==> src/rtl/teclado_controlador.sv <==
// teclado_controlador
//   Sequencing controller for a 4-key membrane keypad encoder. Synchronises the
//   bouncing {hab, index} pair, debounces press and release, and queues exactly
//   one key event per physical press into a 4-entry FIFO read via valid/ready.
//
// Ports
//   clk        : system clock, rising edge
//   rst_n      : synchronous active-low reset
//   index_in   : encoder key index, meaningful only when hab_in = 0
//   hab_in     : encoder "no valid key" flag (1 = none or several keys)
//   key_data   : key index at the FIFO head
//   key_valid  : FIFO non-empty
//   key_ready  : consumer pops the head entry
//   key_count  : FIFO occupancy, 0..4
//   pressed    : debounced "key held" level
//   overflow   : sticky, an event was dropped on a full FIFO
module teclado_controlador #(
    parameter int unsigned DEBOUNCE_CYCLES = 16
) (
    input  logic       clk,
    input  logic       rst_n,
    input  logic [1:0] index_in,
    input  logic       hab_in,
    output logic [1:0] key_data,
    output logic       key_valid,
    input  logic       key_ready,
    output logic [2:0] key_count,
    output logic       pressed,
    output logic       overflow
);

    localparam int unsigned CntW = (DEBOUNCE_CYCLES > 1) ? $clog2(DEBOUNCE_CYCLES) : 1;
    localparam logic [CntW-1:0] CntLast = CntW'(DEBOUNCE_CYCLES - 1);

    typedef enum logic [1:0] {StIdle, StDebPress, StHeld, StDebRel} state_e;

    // Synchroniser, {hab, idx}. Resets to "no key" so a key held through reset
    // is seen as a fresh press rather than a glitch.
    logic [2:0] cond_in;
    logic [2:0] sync1_q, sync1_d, sync2_q, sync2_d;
    logic       hab_s;
    logic [1:0] idx_s;

    // Index is masked before the first flop so X/Z never gets captured.
    assign cond_in = hab_in ? 3'b100 : {1'b0, index_in};
    assign sync1_d = cond_in;
    assign sync2_d = sync1_q;
    assign hab_s   = sync2_q[2];
    assign idx_s   = sync2_q[1:0];

    state_e          state_q, state_d;
    logic [CntW-1:0] cnt_q, cnt_d;
    logic [1:0]      cand_q, cand_d;
    logic            pressed_q, pressed_d;
    logic            push;

    always_comb begin
        state_d = state_q;
        cnt_d   = cnt_q;
        cand_d  = cand_q;
        push    = 1'b0;
        unique case (state_q)
            StIdle: begin
                if (!hab_s) begin
                    cand_d  = idx_s;
                    cnt_d   = '0;
                    state_d = StDebPress;
                end
            end
            StDebPress: begin
                if (hab_s || (idx_s != cand_q)) begin
                    cnt_d   = '0;
                    state_d = StIdle;
                end else if (cnt_q == CntLast) begin
                    push    = 1'b1;
                    cnt_d   = '0;
                    state_d = StHeld;
                end else begin
                    cnt_d = cnt_q + CntW'(1);
                end
            end
            StHeld: begin
                // Index changes while held are ignored; only a release re-arms.
                if (hab_s) begin
                    cnt_d   = '0;
                    state_d = StDebRel;
                end
            end
            StDebRel: begin
                if (!hab_s) begin
                    cnt_d   = '0;
                    state_d = StHeld;
                end else if (cnt_q == CntLast) begin
                    cnt_d   = '0;
                    state_d = StIdle;
                end else begin
                    cnt_d = cnt_q + CntW'(1);
                end
            end
            default: begin
                cnt_d   = '0;
                state_d = StIdle;
            end
        endcase
        pressed_d = (state_d == StHeld) || (state_d == StDebRel);
    end

    // Event FIFO
    logic [1:0] mem_q [4];
    logic [1:0] mem_d [4];
    logic [1:0] wr_ptr_q, wr_ptr_d, rd_ptr_q, rd_ptr_d;
    logic [2:0] count_q, count_d;
    logic       overflow_q, overflow_d;
    logic       pop, full, wr_en;

    assign pop   = (count_q != 3'd0) && key_ready;
    assign full  = (count_q == 3'd4);
    // A pop frees the head slot at the same edge, so a push on full still fits.
    assign wr_en = push && (!full || pop);

    always_comb begin
        mem_d = mem_q;
        if (wr_en) begin
            mem_d[wr_ptr_q] = cand_q;
        end
        wr_ptr_d   = wr_en ? wr_ptr_q + 2'd1 : wr_ptr_q;
        rd_ptr_d   = pop ? rd_ptr_q + 2'd1 : rd_ptr_q;
        count_d    = count_q + {2'b00, wr_en} - {2'b00, pop};
        overflow_d = overflow_q | (push && full && !pop);
    end

    always_ff @(posedge clk) begin
        if (!rst_n) begin
            sync1_q    <= 3'b100;
            sync2_q    <= 3'b100;
            state_q    <= StIdle;
            cnt_q      <= '0;
            cand_q     <= 2'b00;
            pressed_q  <= 1'b0;
            mem_q      <= '{default: 2'b00};
            wr_ptr_q   <= 2'd0;
            rd_ptr_q   <= 2'd0;
            count_q    <= 3'd0;
            overflow_q <= 1'b0;
        end else begin
            sync1_q    <= sync1_d;
            sync2_q    <= sync2_d;
            state_q    <= state_d;
            cnt_q      <= cnt_d;
            cand_q     <= cand_d;
            pressed_q  <= pressed_d;
            mem_q      <= mem_d;
            wr_ptr_q   <= wr_ptr_d;
            rd_ptr_q   <= rd_ptr_d;
            count_q    <= count_d;
            overflow_q <= overflow_d;
        end
    end

    assign key_data  = mem_q[rd_ptr_q];
    assign key_valid = (count_q != 3'd0);
    assign key_count = count_q;
    assign pressed   = pressed_q;
    assign overflow  = overflow_q;

endmodule

==> config.mk <==
export PLATFORM = sky130hd
export DESIGN_NAME = teclado_controlador
export DESIGN_NICKNAME = d
export VERILOG_FILES = /design/src/rtl/teclado_controlador.sv
export SDC_FILE = /design/constraint.sdc
export NUM_CORES = 1
export LEC_CHECK = 0
export ABC_AREA = 1
export ABC_CLOCK_PERIOD_IN_PS = 2230
export CORE_ASPECT_RATIO = 1.1
export CORE_MARGIN = 5
export CORE_UTILIZATION = 50
export CTS_CLUSTER_DIAMETER = 60
export DETAILED_ROUTE_END_ITERATION = 7
export PLACE_DENSITY = 0.79
export SYNTH_ARGS = -nofsm -noshare
export SYNTH_HDL_FRONTEND = slang
export SYNTH_SLANG_ARGS = --single-unit
==> constraint.sdc <==
create_clock -name clk -period 2.23 [get_ports clk]
set_clock_uncertainty 0.15 [all_clocks]
set_input_delay 0.5575 -clock clk [delete_from_list [all_inputs] [get_ports clk]]
set_output_delay 0.5575 -clock clk [all_outputs]
set_load 0.03 [all_outputs]
* After elaboration in Yosys (flattened, before gate mapping)
Index checks and enable logic that the tools add are counted.
W data, S select, Z words.
** Word-level totals
- Flip-flop bits (word level) :: 31
- Bits in latches :: 0
- RAM bits :: 0
- Bits in read-only memories :: 0
- Input port bits :: 6
- Output and inout port bits :: 8
- Logic and storage cells :: 76
- Memories :: 0
** Cells by class
- Add/subtract/negate cells :: 5
- $mul :: 0
- Div/mod/pow operators :: 0
- Order comparisons :: 3
- Equality and inequality tests :: 10
- Shift-type cells :: 0
- Mux-type cells :: 23
- Bitwise logic cells :: 5
- Reduce and logical (&&, ||, !) cells :: 15
** Operator list (count)
- $mux W4 :: 5
- $mux W2 :: 9
- $pmux W4 S4 :: 1
- $bwmux W8 :: 1
- $eq A2 B2 Y1 const B :: 4
- $pmux W2 S4 :: 1
- $ge A3 B3 Y1 const B :: 2
- $not A2 Y3 :: 2
- $logic_and A1 B1 Y1 :: 5
- $add A2 B1 Y2 const B :: 2
- $add A4 B1 Y4 const B :: 1
- $bmux W2 S2 :: 1
- $demux W2 S2 :: 1
- $eq A4 B4 Y1 const B :: 1
- $ne A2 B2 Y1 const B :: 2
- $reduce_and A2 Y1 :: 2
- $add A3 B1 Y3 :: 1
- $eq A3 B3 Y1 const B :: 1
- $logic_or A1 B1 Y1 :: 3
- $lt A3 B1 Y1 const B :: 1
- $mux W1 :: 3
- $mux W3 :: 1
- $reduce_bool A3 Y1 :: 1
- $sub A3 B1 Y3 :: 1
- 7 further kinds :: 9

* Logic depth before layout (Yosys ltp)
- Depth after elaboration :: 7
- Depth in mapped cells :: 11
- Mapped depth without buffers :: 11

* Worst setup path before layout
OpenSTA, ideal clock, no wires.
- Path type :: reg-to-reg
- From :: reg state_q[1]
- To :: reg count_q[2] (netlist: key_count[2])
- Setup time :: 0.070 ns
- Arrival :: 2.252 ns
- Required time :: 2.010 ns
- Slack :: -0.242 ns
- Cell stages (with the launch flop) :: 11
- Path buffers :: 0
- Period minus slack after synthesis :: 2.472 ns
- Cell sequence :: dfxtp_1 > nor2_2 > nand2_2 > nor2_8 > nand4_4 > ha_1 > inv_1 > ha_1 > fa_1 > or2_2 > a21oi_1
** Between the ends
- Longest elaborated chain between the ends :: 5
** RTL lines
- start: declaration :: RTL line 51 : state_e state_q, state_d;
- start signal: assignment :: RTL line 136 : state_q <= StIdle;
- start signal: assignment :: RTL line 148 : state_q <= state_d;
- $eq A2 B1 Y1 :: RTL line 62 : unique case (state_q)
- $mux W1 :: RTL line 62
- $logic_and A1 B1 Y1 :: RTL line 119 : assign wr_en = push && (!full || pop);
- $add A3 B1 Y3 :: RTL line 128 : count_d = count_q + {2'b00, wr_en} - {2'b00, pop};
- $sub A3 B1 Y3 :: RTL line 128
- end signal: assignment :: RTL line 155 : count_q <= count_d;
- end: declaration :: RTL line 112 : logic [2:0] count_q, count_d;
No other way between the ends.
A chain may end at the register's enable or synchronous reset.

* Final worst setup path
- From :: reg cand_q[1]
- To :: reg count_q[2] (netlist: key_count[2])
** Between the ends
- Longest elaborated chain between the ends :: 7
** RTL lines
- start: declaration :: RTL line 53 : logic [1:0] cand_q, cand_d;
- start signal: assignment :: RTL line 150 : cand_q <= cand_d;
- $ne A2 B2 Y1 :: RTL line 71 : if (hab_s || (idx_s != cand_q)) begin
- $logic_or A1 B1 Y1 :: RTL line 71
- $mux W1 :: RTL line 71
- $mux W1 :: RTL line 62
- $logic_and A1 B1 Y1 :: RTL line 119
- $add A3 B1 Y3 :: RTL line 128
- $sub A3 B1 Y3 :: RTL line 128
No other way between the ends.

==> summary.txt <==
Run status
  – Status: finished, final reports clean

Setup path
  – Origin of the critical flop-to-flop path: cand_q[1]
  – Worst EP required: 2.35 ns
  – Slowest cell on crit path: fa_2
  – Crit path launch type: flop
  – Worst r2r path cells: 10
  – Crit Path Category: flop to flop
  – Critical Path AT: 2.29 ns
  – CP Capture Type: flop
  – Max FO, Critical Path: 6
  – Slowest cell delay on critical path: 0.35 ns
  – Reg2reg end: key_count[2]
  – R2r setup slk: 0.06 ns
  – CP Cell Sequence: inv_4 -> nor2_1 -> nor2_4 -> nand4_4 -> ha_4 -> inv_2 -> ha_4 -> fa_2 -> or2_4 -> a21oi_2
  – Crit-path most repeated cell: ha_4

Drt
  – Post-Route WL: 3.04 mm
  – DR vias/cell: 5.04
  – Via count: 1300
  – DRC Markers: 0
  – ANT nets after route: 0
  – Pre-Repair DR Iteration Count: 4
  – Iter 0 DRT Violations: 52
  – DR WL/cell: 11.8 um

Power and ir drop
  – Pleak: 0.000826 uW
  – PwrDens: 817 nW/um2
  – Worst vdd ir: 0.787 mV

Clock tree
  – CTS tree: yes
  – CTS Buffer Depth: 2
  – Number of hold buffers added after cts: 0
  – Clk sinks: 30
  – CTS Buf Count: 5
  – H-Tree Depth: 2
  – CTS clk-pin slew, worst paths: 0.10 ns
  – CTS root buf: clkbuf_4
  – Clk Latency, worst-skew pair: 0.33 ns

Hold path
  – Hold path depth: 2
  – Hold_sp: sync1_q[1]
  – Hold EP: sync2_q[1]
  – Worst hold-check path type: flop to flop

Die
  – # IOs: 14
  – Chip height: 66.7 um
  – Die area: 4110 um2
  – Core area: 2780 um2
  – Core Rows: 20
  – Die Wd: 61.5 um
  – Initial core utilization: 0.526

Logic synthesis
  – Syn avg cell area: 7.57 um2
  – Netlist Area Pre-Place: 1460 um2
  – Seq/Total Area, Yosys: 0.411
  – Synth Net Count: 207
  – Ys Warns: 0
  – Post-Syn Instances: 193
  – Synth cell types: 24
  – Post-synthesis register bit count: 30

Timing
  – Final WS setup: 0.0625 ns
  – Worst hold margin: 0.281 ns
  – Final setup TNS: 0 ns
  – Final period util: 0.972
  – RSZ-0062 raised after global routing: yes
  – Max Slew Vio Count: 0
  – Post-layout min period: 2.17 ns
  – Finish-stage setup viols: 0
  – Peak Freq: 0.461 GHz
  – Actual slew at the worst max-slew pin: 0.341 ns
  – Hold Fails Final Rpt: 0
  – Slew headroom: 0.772

Layout
  – Fin nets: 238
  – Fin area: 1900 um2
  – Diode count: 0
  – Area grow syn2layout: 30.0%
  – Layout cells sized above 1: 0.289

GRT
  – First-pass GRT wire length: 5.26 mm
  – Gr ovfl total: 0
  – Total track usage: 0.172
  – Number of global-route vias before repair: 1312
  – Largest net degree at the start of global routing: 20
  – Initial antenna violation count: 0

Place
  – Number of port buffers: 13
  – Placer Congestion: 0.763
  – Worst slack at placement: -0.431 ns
  – Placed inst area: 1760 um2
  – Detail Placement HPWL: 2.29 mm

Run
  – Number of max-cap violations: 0
==> registers in the layout, indices dropped and copies added, names as in the netlist <==
signal,cells
mem_q,8
cnt_q,4
key_count,3
sync1_q,3
sync2_q,3
cand_q,2
rd_ptr_q,2
state_q,2
wr_ptr_q,2
overflow,1
==> worst max path at each step <==
stage / start / endpoint / slack [ns] / depth (start not counted)
after detailed placement: key_ready / key_count[2] / -0.43 / 10
after global routing: cand_q[0] / key_count[2] / -0.02 / 11
final: cand_q[1] / key_count[2] / 0.06 / 10
after CTS: key_ready / key_count[2] / -0.08 / 9
after global placement: key_ready / key_count[2] / -0.40 / 10
after floorplan: state_q[1] / key_count[2] / 0.0003 / 10
==> stage by stage <==
stage	utilization	power, uW	std cells
after floorplan	-	1010	193
after global placement	0.633	1190	246
after detailed placement	0.633	1220	246
after CTS	0.658	1540	255
after global routing	0.684	1660	258
final	0.684	1550	258
==> synthesized netlist by cell type (all sizes together) <==
library cell / count / share of area
o211ai: 1 / 0.0051
fa: 1 / 0.014
dfxtp: 30 / 0.41
o21a: 1 / 0.0051
nand3: 15 / 0.060
or2: 3 / 0.013
o22ai: 2 / 0.0086
nand2: 32 / 0.089
a21oi: 13 / 0.045
nor2: 38 / 0.13
nor3: 2 / 0.0068
xor2: 1 / 0.0060
clkbuf: 2 / 0.0051
inv: 31 / 0.080
o21ai: 13 / 0.045
ha: 7 / 0.060
nand4: 1 / 0.015
==> placed cells by master (no fill, tap or decap) <==
cell type	instances
clkdlybuf4s15_1	1
dlygate4sd2_1	1
o21a_1	1
dlymetal6s2s_1	2
a21oi_1	12
ha_4	3
ha_1	4
clkdlybuf4s50_1	8
dfxtp_1	20
xor2_1	1
nand2_2	3
o211ai_1	1
nand4_4	1
clkbuf_2	1
nor2_1	29
clkbuf_4	5
clkbuf_8	1
dfxtp_2	8
a21oi_2	1
fa_2	1
inv_2	5
nor3_1	2
nor2_2	5
nor2_4	2
inv_1	24
buf_4	13
nand3_1	12
nand2_4	2
inv_4	2
nor2_8	2
or2_2	2
or2_4	1
nand2_1	27
o21ai_0	13
nand3_4	3
clkinv_2	1
dfxtp_4	2
o22ai_1	2
clkinvlp_4	1
==> where the power goes <==
group          total, uW  leakage, uW  internal, uW  switching, uW
sequential           642     0.000249           582           59.1
combinational        568     0.000543           238            330
clock                343    0.0000343           151            192
total               1550     0.000826           971            581
==> kinds of logic (layout without fill, tap and decap cells) <==
logic type / count (synthesis) / after routing / share of synthesized area
buf+inv: 33 / 65 / 0.0848
flops: 30 / 30 / 0.411
compound gates: 30 / 30 / 0.108
simple gates: 91 / 91 / 0.317
xor+xnor: 1 / 1 / 0.00599
fa+ha+maj: 8 / 8 / 0.0736
==> layer usage <==
layer,GRT usage,up-vias,wire (um)
li1,-,671,-
met1,0.184,596,1240
met2,0.302,24,1630
met3,0.0465,9,109
met4,0.0796,0,60
met5,0,-,0
==> timing repair <==
item,CTS,global route
setup endpoints to repair,5,4
buffers inserted,1,3
resized for setup,3,19
pin swaps,2,1
==> worst max-delay path: cells and delay by family (launching register included) <==
kind | cells | cell delay [ns]
buffers and inverters | 2 | 0.11
AND/OR/NAND/NOR | 4 | 0.60
AO/OA/AOI/OAI | 1 | 0.12
adder cells (fa/ha/maj) | 3 | 0.78
flip-flops | 1 | 0.34
==> area by class of cell <==
type                            instances  area [um2]
Multi-Input combinational cell        130         828
Timing Repair Buffer                   26         226
Tap cell                               33        41.3
Inverter                               31         121
Clock buffer                            6        51.3
Clock inverter                          2        12.5
Fill cell                             230         878
Sequential cell                        30         618
(Power assumes the default switching activity.)
==> patch 1, RTL diff (same settings) <==
Put one more register stage on the output `overflow`. The value now appears one clock later. The other outputs are not delayed to match.
--- a/src/rtl/teclado_controlador.sv
+++ b/src/rtl/teclado_controlador.sv
@@ -163,3 +163,5 @@
     assign pressed   = pressed_q;
-    assign overflow  = overflow_q;
+    always_ff @(posedge clk) begin
+        overflow <= overflow_q;
+    end
 
Behaviour: same outputs for any inputs over 10 cycles, from zero or initial values and one cycle with rst_n low; that may be too few to reach the edited logic, so the function may still have changed.
==> patch 1 against the unedited design <==
  * Sequential cell count rose by 1
  * Power up 3.1%
  * Area after synthesis is 1.4% higher
  * Core utilization decreased by 0.61 points
  * Combinational power increased by 3%
  * Final area unchanged
  * Non-clock buffer count unchanged
  * Setup slack worse by 0.015 ns
  * Final cell count rose by 0.39%
  * Wire length is 2.6% lower
==> patch 1: results (changes against the unedited design) <==
metric	value	unit	change
layout cells sized above 1	0.265		-0.0234
register area share after synthesis	0.419		+0.00796
syn avg cell area	7.64	um^2	+0.85%
DR iter-0 viols	35		-33%
R2R depth	9		-1
Worst Hold Path EP	overflow		
DRT met1 WL	1170	um	-5.2%
# diodes	0		unchanged
Leak	0.816	nW	-1.2%
met2 WL	1580	um	-3.3%
top cells by area, synth	dfxtp_1 (42%), nand2_1 (7.6%), nor2_1 (7.6%), inv_1 (6.6%), ha_1 (5.9%)		
peak supply drop	1.01	mV	+28%
post-synth net total	208		+0.48%
WHS Path Cells	0		-2
Slew headroom	0.787		+0.0147
status	finished clean		
first-pass GRT wire length	5040	um	-4.2%
met3 WL post-DR	120	um	+10%
Root Driver	clkbuf_4		
minimum setup slack among reg-to-reg paths	0.05	ns	-0.02 ns
vias in the first global route	1187		-9.5%
top post-synthesis cells by count	dfxtp_1 (31), nand2_1 (30), nor2_1 (30), inv_1 (26), nand3_1 (14)		
Hold Path Origin	overflow_q		
via/cell ratio	5.00		-0.85%
hpwl dp	2230	um	-2.4%
routability cong.	0.732		-4.2%
-- patch 1: per-stage QoR --
step / setup TNS [ns] / hold WS [ns] / std cells / area (um^2) / setup WS [ns]
4_1_cts: 0 / 0.216 / 257 / 1860 / 0.00715
3_3_place_gp: -0.701 / 0.190 / 246 / 1770 / -0.396
2_1_floorplan: 0 / 0.181 / 194 / 1550 / 0.000268
6_report: 0 / 0.216 / 259 / 1900 / 0.0471
5_1_grt: -0.00728 / 0.222 / 259 / 1900 / -0.00728
3_5_place_dp: -0.804 / 0.192 / 246 / 1770 / -0.442
-- patch 1: layout make-up --
type	instances	area (um^2)
Tap cell	33	41.3
Timing Repair Buffer	26	223
Clock buffer	8	68.8
Inverter	31	121
Multi-Input combinational cell	130	808
Fill cell	236	903
Sequential cell	31	637
-- patch 1: critical path, stage by stage, from the launching register on --
cell,delay (ns)
dfxtp_1,0.40
nor2_1,0.10
nor2_4,0.19
nand4_4,0.13
ha_4,0.28
inv_2,0.04
ha_4,0.15
fa_2,0.33
or2_4,0.24
a21oi_2,0.12
-- patch 1: how the worst max path moves through the flow --
| stage | to | cells past startpoint |
|---|---|---|
| floorplan | key_count[2] | 10 |
| global placement | key_count[2] | 10 |
| detailed placement | key_count[2] | 10 |
| CTS | key_data[0] | 4 |
| global route | key_count[2] | 10 |
| finish | key_count[2] | 9 |
-- patch 1: power breakdown --
group          internal, mW  switching, mW  leakage, nW  total, mW
Sequential            0.600         0.0510        0.256      0.651
Clock                 0.185          0.178       0.0386      0.363
Combinational         0.255          0.331        0.521      0.586
Total                  1.04          0.560        0.816       1.60
-- patch 1: logic make-up (layout without fill, tap and decap cells) --
family / Yosys count / in the layout / synth area share
AO/OA/AOI/OAI: 30 / 30 / 0.106
XOR/XNOR: 1 / 1 / 0.00591
adder cells (fa/ha/maj): 8 / 8 / 0.0726
buffers and inverters: 33 / 65 / 0.0836
flip-flops: 31 / 31 / 0.419
AND/OR/NAND/NOR: 91 / 91 / 0.313
-- patch 1: per-layer routing --
layer  vias up  global-route usage
li1        675                   -
met1       585               0.174
met2        26               0.292
met3         8              0.0562
met4         0              0.0822
met5         -                   0
-- patch 1: repair_timing --
action | 4_1_cts | 5_1_grt
gates cloned | 0 | 0
buffers inserted | 3 | 2
pin swaps | 3 | 2
setup endpoints to repair | 5 | 4
resized for setup | 5 | 8
==> patch 2, RTL diff (same settings) <==
Without the edit above. `DEBOUNCE_CYCLES`: 16 -> 32.
--- a/src/rtl/teclado_controlador.sv
+++ b/src/rtl/teclado_controlador.sv
@@ -17,3 +17,3 @@
 module teclado_controlador #(
-    parameter int unsigned DEBOUNCE_CYCLES = 16
+    parameter int unsigned DEBOUNCE_CYCLES = 32
 ) (
Formal check against the unedited RTL: same outputs for any inputs over 10 cycles, from zero or initial values and one cycle with rst_n low; that may be too few to reach the edited logic, so the function may still have changed.
==> patch 2 against the unedited design <==
  * The run now ends with setup timing left
  * Area after synthesis increased by 9.4%
  * Setup slack got worse by 0.10 ns
  * Final area increased by 7.4%
  * Sequential cell count increased by 2
  * Die area increased by 7.9%
  * Sequential share of layout area decreased by 0.95 points
  * Core utilization decreased by 2.0 points
  * Power decreased by 3.0%
  * Wire length increased by 8.1%
  * Global-route usage decreased by 1.3 points
  * Critical path depth increased by 3
==> patch 2: results (changes against the unedited design) <==
metric	value	unit	change
P_sw	517	uW	-11%
drt wl/cell	11.2	um	-5.1%
syn avg cell area	7.11	um^2	-6.1%
vias in the first global route	1391		+6.0%
synth unique cells	23		-4.2%
register area share after synthesis	0.401		-0.0103
met2 usage	0.258		-0.0443
Post-Synth XOR/XNOR Area	0.00548		-0.000516
via/cell ratio	4.86		-3.6%
DR iter-0 viols	54		+3.8%
met3 WL post-DR	130	um	+19%
DP Cell Count	283		+15%
FILL cells	247		+7.4%
Final TNS setup	-0.0372	ns	-0.0372 ns
number of flip-flops in the largest register	8		unchanged
Critical path origin	cnt_q[0]		
Leak	1.04	nW	+26%
met2 WL	1530	um	-6.1%
Slew headroom	0.769		-0.00362
Max FO, Critical Path	2		-4
final setup vio count	1		+1
complex-gate fraction of the synthesized area	0.0798		-0.0281
DRT met1 WL	1550	um	+26%
peak supply drop	0.874	mV	+11%
placed instance area	1860	um^2	+5.8%
Routed WL	3280	um	+8.1%
R2R Path End	key_count[1]		
Adder-Cell Fraction of Synth Area	0.0751		+0.00149
top post-synthesis cells by count	nand2_1 (57), inv_1 (41), nor2_1 (33), dfxtp_1 (32), a21oi_1 (15)		
detailed-router iteration count before antenna repair	5		+1
first-pass GRT wire length	5800	um	+10%
hpwl dp	2130	um	-6.7%
combinational family with the most area after synthesis	simple AND/OR/NAND/NOR gates		
Final Util	0.663		-0.0204
status	finished with violations		
R2R depth	13		+3
violated checks	setup timing		
Worst Slack Setup Final	-0.0372	ns	-0.0997 ns
synth warn	0		unchanged
largest net degree at the start of global routing	15		-25%
layout cells sized above 1	0.215		-0.0735
post-synth net total	240		+16%
largest registers	mem_q: 8 flops, cnt_q: 5 flops		
top cells by area, synth	dfxtp_1 (40%), nand2_1 (13%), inv_1 (9.6%), nor2_1 (7.7%), ha_1 (6.3%)		
routability cong.	0.806		+5.7%
met1 GRT Util	0.197		+0.0134
routing usage on met3	0.0454		-0.00113
Place WS	-0.376	ns	+0.0544 ns
crit path DAT	2.34	ns	+0.05 ns
Total GRT Usage	0.159		-0.0129
patch 2: changes by cell type in the layout (fill, tap and decap cells not counted), sizes merged, moves of 2 or more:
cell   change
nand2     +26
inv       +11
buf        +7
o21ai      -4
nand3      -3
nand4      +3
a21oi      +2
dfxtp      +2
nor2       -2
nor3       -2
o22ai      -2
patch 2: layout make-up:
cell class | count | share of cell area
multi-input cells | 148 | 0.426
repair buffers | 31 | 0.128
clock buffers | 7 | 0.0319
well taps | 34 | 0.0209
flip-flops and latches | 32 | 0.316
inverters | 42 | 0.0773
patch 2: worst min-delay path by stage:
stage / start / endpoint / slack, ns / cells past startpoint
final: sync1_q[0] / sync2_q[0] / 0.26 / 2
after global routing: sync1_q[2] / sync2_q[2] / 0.28 / 1
after CTS: sync1_q[0] / sync2_q[0] / 0.26 / 2
after detailed placement: sync1_q[0] / sync2_q[0] / 0.25 / 2
after global placement: sync1_q[1] / sync2_q[1] / 0.24 / 2
after floorplan: sync1_q[0] / sync2_q[0] / 0.24 / 2
patch 2: power by group through the flow:
stage / Combinational (mW) / Clock, mW / Sequential [mW]
floorplan: 0.213 / 0 / 0.708
global placement: 0.426 / 0 / 0.657
detailed placement: 0.430 / 0 / 0.657
CTS: 0.460 / 0.374 / 0.650
global route: 0.528 / 0.404 / 0.658
finish: 0.490 / 0.365 / 0.651
patch 2: worst max-delay path, cell delays in order, from the launching register on:
cell and delay [ns]:
dfxtp_2 0.36, ha_4 0.15, nand2_4 0.05, nor2_4 0.09
ha_4 0.14, inv_2 0.04, nor2_4 0.12, nand3_4 0.10
ha_4 0.22, inv_2 0.06, ha_4 0.12, inv_2 0.03
fa_2 0.51, nor2_1 0.04
patch 2: what timing repair did:
action	4_1_cts	5_1_grt
endpoints found under the setup margin	3	5
resized for setup	14	8
pin swaps	9	7
buffers inserted	3	1
